<file path="config.mk">
export PLATFORM = sky130hd
export DESIGN_NAME = tt_um_seq_divider
export DESIGN_NICKNAME = d
export VERILOG_FILES = /design/src/rtl/tt_um_seq_divider.sv
export SDC_FILE = /design/constraint.sdc
export NUM_CORES = 1
export LEC_CHECK = 0
export ABC_AREA = 1
export BUFFER_PORTS_ARGS = -buffer_cell sky130_fd_sc_hd__buf_2
export CORE_MARGIN = 2
export CORE_UTILIZATION = 40
export CTS_BUF_LIST = sky130_fd_sc_hd__clkbuf_8
export DETAILED_ROUTE_END_ITERATION = 12
export PLACE_DENSITY_LB_ADDON = 0.08
export RECOVER_POWER = 50
export SLEW_MARGIN = 20
export SYNTH_ARGS = -nofsm -noshare
export SYNTH_HDL_FRONTEND = slang
export SYNTH_SLANG_ARGS = --single-unit
export TNS_END_PERCENT = 5
</file>
<file path="constraint.sdc">
create_clock -name clk -period 2 [get_ports clk]
set_input_delay 0.4 -clock clk [delete_from_list [all_inputs] [get_ports clk]]
set_output_delay 0.4 -clock clk [all_outputs]
set_load 0.01 [all_outputs]
</file>
<file path="src/rtl/tt_um_seq_divider.sv">
// -----------------------------------------------------------------------------
// tt_um_seq_divider
//   Iterative restoring divider wrapped as a Tiny Tapeout user top. Operands
//   are loaded a byte at a time over ui_in; one quotient bit is resolved per
//   clock. The result (quotient or remainder) is muxed onto uo_out.
//
//   Optional feature macro: SEQ_DIV_SIGNED_EN
//     Defined   : uio_in[4] selects two's-complement division at start.
//     Undefined : all division is unsigned, uio_in[4] is ignored.
//
// Ports
//   clk      in   system clock, rising edge
//   rst_n    in   asynchronous active-low reset
//   ena      in   power-good from the harness, ignored
//   ui_in    in   [7:0] operand byte
//   uio_in   in   [0] ld_dvd [1] ld_dvs [2] start [3] sel (0=q, 1=r)
//                 [4] signed_mode (signed build only) [7:5] unused
//   uo_out   out  sel ? remainder : quotient
//   uio_out  out  [7] busy [6] done [5] div_by_zero [4:0] 0
//   uio_oe   out  constant 8'hE0 (upper three uio pins are outputs)
//
// WIDTH is the core width; the pin mapping assumes WIDTH = 8.
// -----------------------------------------------------------------------------
module tt_um_seq_divider #(
   parameter int WIDTH = 8
) (
   input  logic       clk,
   input  logic       rst_n,
   input  logic       ena,
   input  logic [7:0] ui_in,
   input  logic [7:0] uio_in,
   output logic [7:0] uo_out,
   output logic [7:0] uio_out,
   output logic [7:0] uio_oe
);

   localparam int CW = $clog2(WIDTH + 1);

   typedef enum logic [1:0] {
      IDLE = 2'd0,
      RUN  = 2'd1,
      DONE = 2'd2
   } state_t;

   state_t state, state_nxt;

   logic [WIDTH-1:0] dividend_reg, divisor_reg;
   logic [WIDTH-1:0] quotient_reg, remainder_reg;
   logic [WIDTH-1:0] work_rem, work_q;
   logic [CW-1:0]    cnt;
   logic             dbz;

   // control decode
   logic ld_dvd, ld_dvs, start, sel;
   assign ld_dvd = uio_in[0];
   assign ld_dvs = uio_in[1];
   assign start  = uio_in[2];
   assign sel    = uio_in[3];

   logic idle_like, go, dvs_zero, last_step;
   assign idle_like = (state != RUN);
   // a load in the same cycle wins over start; the start is dropped
   assign go        = idle_like && start && !ld_dvd && !ld_dvs;
   assign dvs_zero  = (divisor_reg == '0);
   assign last_step = (state == RUN) && (cnt == CW'(1));

   // operand magnitudes and final sign correction
   logic [WIDTH-1:0] dvd_mag, dvs_mag;
   logic [WIDTH-1:0] step_rem, step_q;
   logic [WIDTH-1:0] q_fix, r_fix;

`ifdef SEQ_DIV_SIGNED_EN
   logic sgn_mode;
   logic sgn_run, neg_q, neg_r;
   assign sgn_mode = uio_in[4];
   // -128 maps to magnitude 128, which still fits WIDTH bits unsigned
   assign dvd_mag  = (sgn_mode && dividend_reg[WIDTH-1]) ? -dividend_reg : dividend_reg;
   assign dvs_mag  = (sgn_run  && divisor_reg[WIDTH-1])  ? -divisor_reg  : divisor_reg;
   assign q_fix    = neg_q ? -step_q   : step_q;
   assign r_fix    = neg_r ? -step_rem : step_rem;

   always_ff @(posedge clk or negedge rst_n) begin
      if (!rst_n) begin
         sgn_run <= 1'b0;
         neg_q   <= 1'b0;
         neg_r   <= 1'b0;
      end else if (go) begin
         sgn_run <= sgn_mode;
         neg_q   <= sgn_mode && (dividend_reg[WIDTH-1] ^ divisor_reg[WIDTH-1]);
         neg_r   <= sgn_mode && dividend_reg[WIDTH-1];
      end
   end

   logic unused_sig;
   assign unused_sig = &{1'b0, ena, uio_in[7:5]};
`else
   assign dvd_mag = dividend_reg;
   assign dvs_mag = divisor_reg;
   assign q_fix   = step_q;
   assign r_fix   = step_rem;

   logic unused_sig;
   assign unused_sig = &{1'b0, ena, uio_in[7:4]};
`endif

   // one restoring step: shift {rem,q} left, try subtracting the divisor.
   // The shifted remainder needs WIDTH+1 bits; one extra bit holds the borrow.
   logic [WIDTH:0]   rem_sh;
   logic [WIDTH+1:0] trial;
   logic             ge;
   assign rem_sh   = {work_rem, work_q[WIDTH-1]};
   assign trial    = {1'b0, rem_sh} - {2'b00, dvs_mag};
   assign ge       = ~trial[WIDTH+1];
   // when the trial fails rem_sh < divisor, so its low WIDTH bits are exact
   assign step_rem = ge ? trial[WIDTH-1:0] : rem_sh[WIDTH-1:0];
   assign step_q   = {work_q[WIDTH-2:0], ge};

   // state register
   always_ff @(posedge clk or negedge rst_n) begin
      if (!rst_n) state <= IDLE;
      else        state <= state_nxt;
   end

   // next-state logic
   always_comb begin
      state_nxt = state;
      case (state)
         IDLE, DONE: begin
            if (go) state_nxt = dvs_zero ? DONE : RUN;
         end
         RUN: begin
            if (last_step) state_nxt = DONE;
         end
         default: state_nxt = IDLE;
      endcase
   end

   // datapath
   always_ff @(posedge clk or negedge rst_n) begin
      if (!rst_n) begin
         dividend_reg  <= '0;
         divisor_reg   <= '0;
         quotient_reg  <= '0;
         remainder_reg <= '0;
         work_rem      <= '0;
         work_q        <= '0;
         cnt           <= '0;
         dbz           <= 1'b0;
      end else begin
         if (idle_like) begin
            if (ld_dvd) dividend_reg <= WIDTH'(ui_in);
            if (ld_dvs) divisor_reg  <= WIDTH'(ui_in);
         end

         if (go) begin
            dbz <= dvs_zero;
            if (dvs_zero) begin
               // zero divisor resolves in one cycle, always unsigned
               quotient_reg  <= '1;
               remainder_reg <= dividend_reg;
            end else begin
               work_rem <= '0;
               work_q   <= dvd_mag;
               cnt      <= CW'(WIDTH);
            end
         end

         if (state == RUN) begin
            work_rem <= step_rem;
            work_q   <= step_q;
            cnt      <= cnt - CW'(1);
            // results only move on DONE entry, so they hold through RUN
            if (last_step) begin
               quotient_reg  <= q_fix;
               remainder_reg <= r_fix;
            end
         end
      end
   end

   // outputs
   logic busy, done;
   assign busy = (state == RUN);
   assign done = (state == DONE);

   assign uo_out  = 8'(sel ? remainder_reg : quotient_reg);
   assign uio_out = {busy, done, dbz, 5'b00000};
   assign uio_oe  = 8'hE0;

endmodule
</file>
==> results.md <==
* Pin count of the biggest net entering global routing at 56
* Initial antenna violation count at 0
* H-tree Lvls at 2
* Worst-path clk slew at ~100 ps
* Mean Syn Cell Area at 8.027 sq um
* Root Buffer: clkbuf_8
* Routed wire per std cell at approximately 13 um
* F_max at 551.9 MHz
* Pwr Total at 0.004741 W
* Crit end category: flop
* Count leader, synth: nand2_1
* Later-pin clock latency in the skew report at just over 300 ps
* Unrepaired setup endpoints after global routing: no
* Biggest cell delay along the critical path at 420 ps
* Top cell type's share of synthesized area at 42.65%
* DR vias/cell at roughly 4.8
* WP data arrival at 2020 ps
* DR iter-0 viols at 76
* Static Leak at 1.814 nW
* Final setup viols at 0
* Nets at 454
* Max-cap viol count at 0
* Tmin final at around 1800 ps
* Num ports at 43
* Crit-path max FO at 25
* Outcome: finished, final reports clean
* Initial Util at 41.54%
* Hold Buf Count CTS at 0
* Vias in the first global route at 2502
* Final Skew at about 8.7 ps
* Synth cell count leaders: 110 x nand2_1, 55 x dfrtp_1, 50 x inv_1, 31 x o21ai_0, 20 x nor2_1
* # rows at 32
* Worst path slowest cell: dfrtp_1
* Worst Tran Pin Value at between 1000 and 1500 ps
* Grt ovf at 0
* Worst min path class: primary input to flop
* Cell Area, Placed at between 3000 and 4000 sq um
* Final Wtd Congestion at 0.8129
* Post-Syn Area at 3227 sq um
* Layout cells sized above 1 at ~14%
* EDFF count, synth at 0
* Vias at 2527
* Final Max Slew Viols at 0
* Antenna diodes at 0
* Die Y at 93.82 um
* GRT Util Overall at 17.82%
* Fin Setup TNS at 0 ps
* Global-route wire length before repair at ~12000 um
* Final wirelength at around 7100 um
* Detailed Routing Iterations Pass 1 at 4
* Maximum vdd drop at 0.0004639 V
* TritonCTS clock tree: yes
* Ys async rst share at 100.0%
* DIE AREA at between 8000 and 9000 sq um
* Synth area leader: dfrtp_1
* Cell Chain, Critical Path: nor2_1 -> nand3_1 -> nor2_4 -> nand2_2 -> o21ai_0 -> o21ai_1
* Ys flop type: dfrtp_1
* DP Cell Count at slightly above 500
* Core box area at 7767 sq um
* Top cells by area, synth: dfrtp_1 43%, nand2_1 13%, inv_1 5.8%
* Die Wd at 93.82 um
* Fin crit share at between 90% and 100%
* Area Overhead vs Synth at 7.755%
* CTS buffer count at 5
* Final Cell Area at approximately 3500 sq um
* Post-synthesis sequential area ratio at between 40% and 50%
* DRC at 0
* Routed Antenna Nets at 0
* DPL Wire Length at 5224 um
* Clock buffer depth at 2
* Startpoint Class: flop
* Cells after synthesis at 402
* Non-filler cells, final at 527
* WS Path Type: flop to flop
* Pwr dens at 1364 nW/um^2
* Synth Warn # at 0
* Synth cell types at 35
* Port buffer count at 24
* Sink Count at 55
* Fin. Hold Viols at 0
* Req. time, crit path at 2200 ps
* #FFs+latches synth at 55
* Worst relative slew slack at 6.893%
-- final timing paths --
kind	start	end	slack (ps)	cells past startpoint
min reg2reg	divisor_reg[7]	divisor_reg[7]	500	2
min	ui_in[6]	dividend_reg[6]	360	3
max reg2reg	divisor_reg[1]	remainder_reg[1]	190	6
min in group asynchronous	rst_n	state[1]	480	2
max	divisor_reg[1]	remainder_reg[1]	190	6
max in group asynchronous	rst_n	work_rem[4]	680	2
-- metrics by stage --
| stage | hold WS (ps) | utilization [%] | setup WS (ps) |
|---|---|---|---|
| 2_1_floorplan | 104.4 | - | 342.6 |
| 3_3_place_gp | 427.2 | 43.80 | 132.0 |
| 3_5_place_dp | 422.9 | 43.80 | 108.3 |
| 4_1_cts | 80.86 | 44.89 | 103.5 |
| 5_1_grt | 377.8 | 44.76 | 16.37 |
| 6_report | 362.8 | 44.76 | 187.9 |
-- kinds of logic (layout without fill, tap and decap cells) --
| logic type | count (synthesis) | in the layout | synth area share [%] |
|---|---|---|---|
| mux | 7 | 7 | 2.171 |
| simple gates | 175 | 175 | 25.63 |
| buf+inv | 84 | 96 | 12.76 |
| flops | 55 | 55 | 42.65 |
| other cells | 2 | 13 | 0.2327 |
| xor+xnor | 4 | 4 | 1.086 |
| fa+ha+maj | 11 | 11 | 4.498 |
| compound gates | 64 | 64 | 10.97 |
-- per-layer routing --
metal / up-vias / global-route usage [%] / part of all wire, %
li1: 1294 / - / -
met1: 1178 / 24.07 / 48
met2: 49 / 29.64 / 47
met3: 6 / 3.050 / 3.6
met4: 0 / 4.710 / 0.80
met5: - / 0 / 0
-- worst max-delay path: cells and delay by family, from the launching register on --
kind               cells  cell delay, ps
AOI/OAI and AO/OA      2             370
DFF                    1             420
and+or+nand+nor        4             900
-- where the power goes --
group,total (W),internal [W],leakage (nW),switching (W)
clock network,0.000608,0.000241,0.0453,0.000367
logic,0.00232,0.000906,1.12,0.00142
registers,0.00181,0.00152,0.648,0.000291
total,0.00474,0.00266,1.81,0.00208
-- area by class of cell --
| type | instances | area [sq um] |
|---|---|---|
| multi-input cells | 274 | 1490 |
| well taps | 102 | 127.6 |
| fillers | 835 | 4290 |
| clock inverters | 3 | 16.27 |
| clock buffers | 5 | 68.82 |
| repair buffers | 32 | 185.2 |
| flip-flops and latches | 55 | 1376 |
| inverters | 56 | 212.7 |
-- layout by cell type, fill, tap and decap left out, types with 3 or more instances in the layout --
| cell | Yosys | layout |
|---|---|---|
| nand3b_1 | 3 | 3 |
| conb_1 | 2 | 13 |
| buf_4 | 17 | 6 |
| a21oi_1 | 6 | 6 |
| clkbuf_1 | 2 | 4 |
| o21ai_0 | 31 | 31 |
| mux2i_1 | 7 | 7 |
| nand2_2 | 4 | 4 |
| o21ai_1 | 13 | 13 |
| inv_1 | 50 | 51 |
| nor2_4 | 6 | 6 |
| nor2_1 | 20 | 20 |
| nand4_1 | 8 | 8 |
| dfrtp_1 | 55 | 55 |
| ha_1 | 10 | 10 |
| nand3_1 | 16 | 16 |
| a31oi_1 | 9 | 9 |
| clkbuf_8 | 0 | 5 |
| nand2_1 | 110 | 110 |
| buf_2 | 6 | 20 |
| inv_2 | 5 | 5 |
-- repair_timing --
| item | in CTS | in global routing |
|---|---|---|
| hold endpoints to repair | 0 | 0 |
| buffers inserted | 0 | 0 |
| resized for setup | 0 | 2 |
| setup endpoints to repair | 0 | 10 |
No activity file was read; power rests on OpenSTA's default activity.
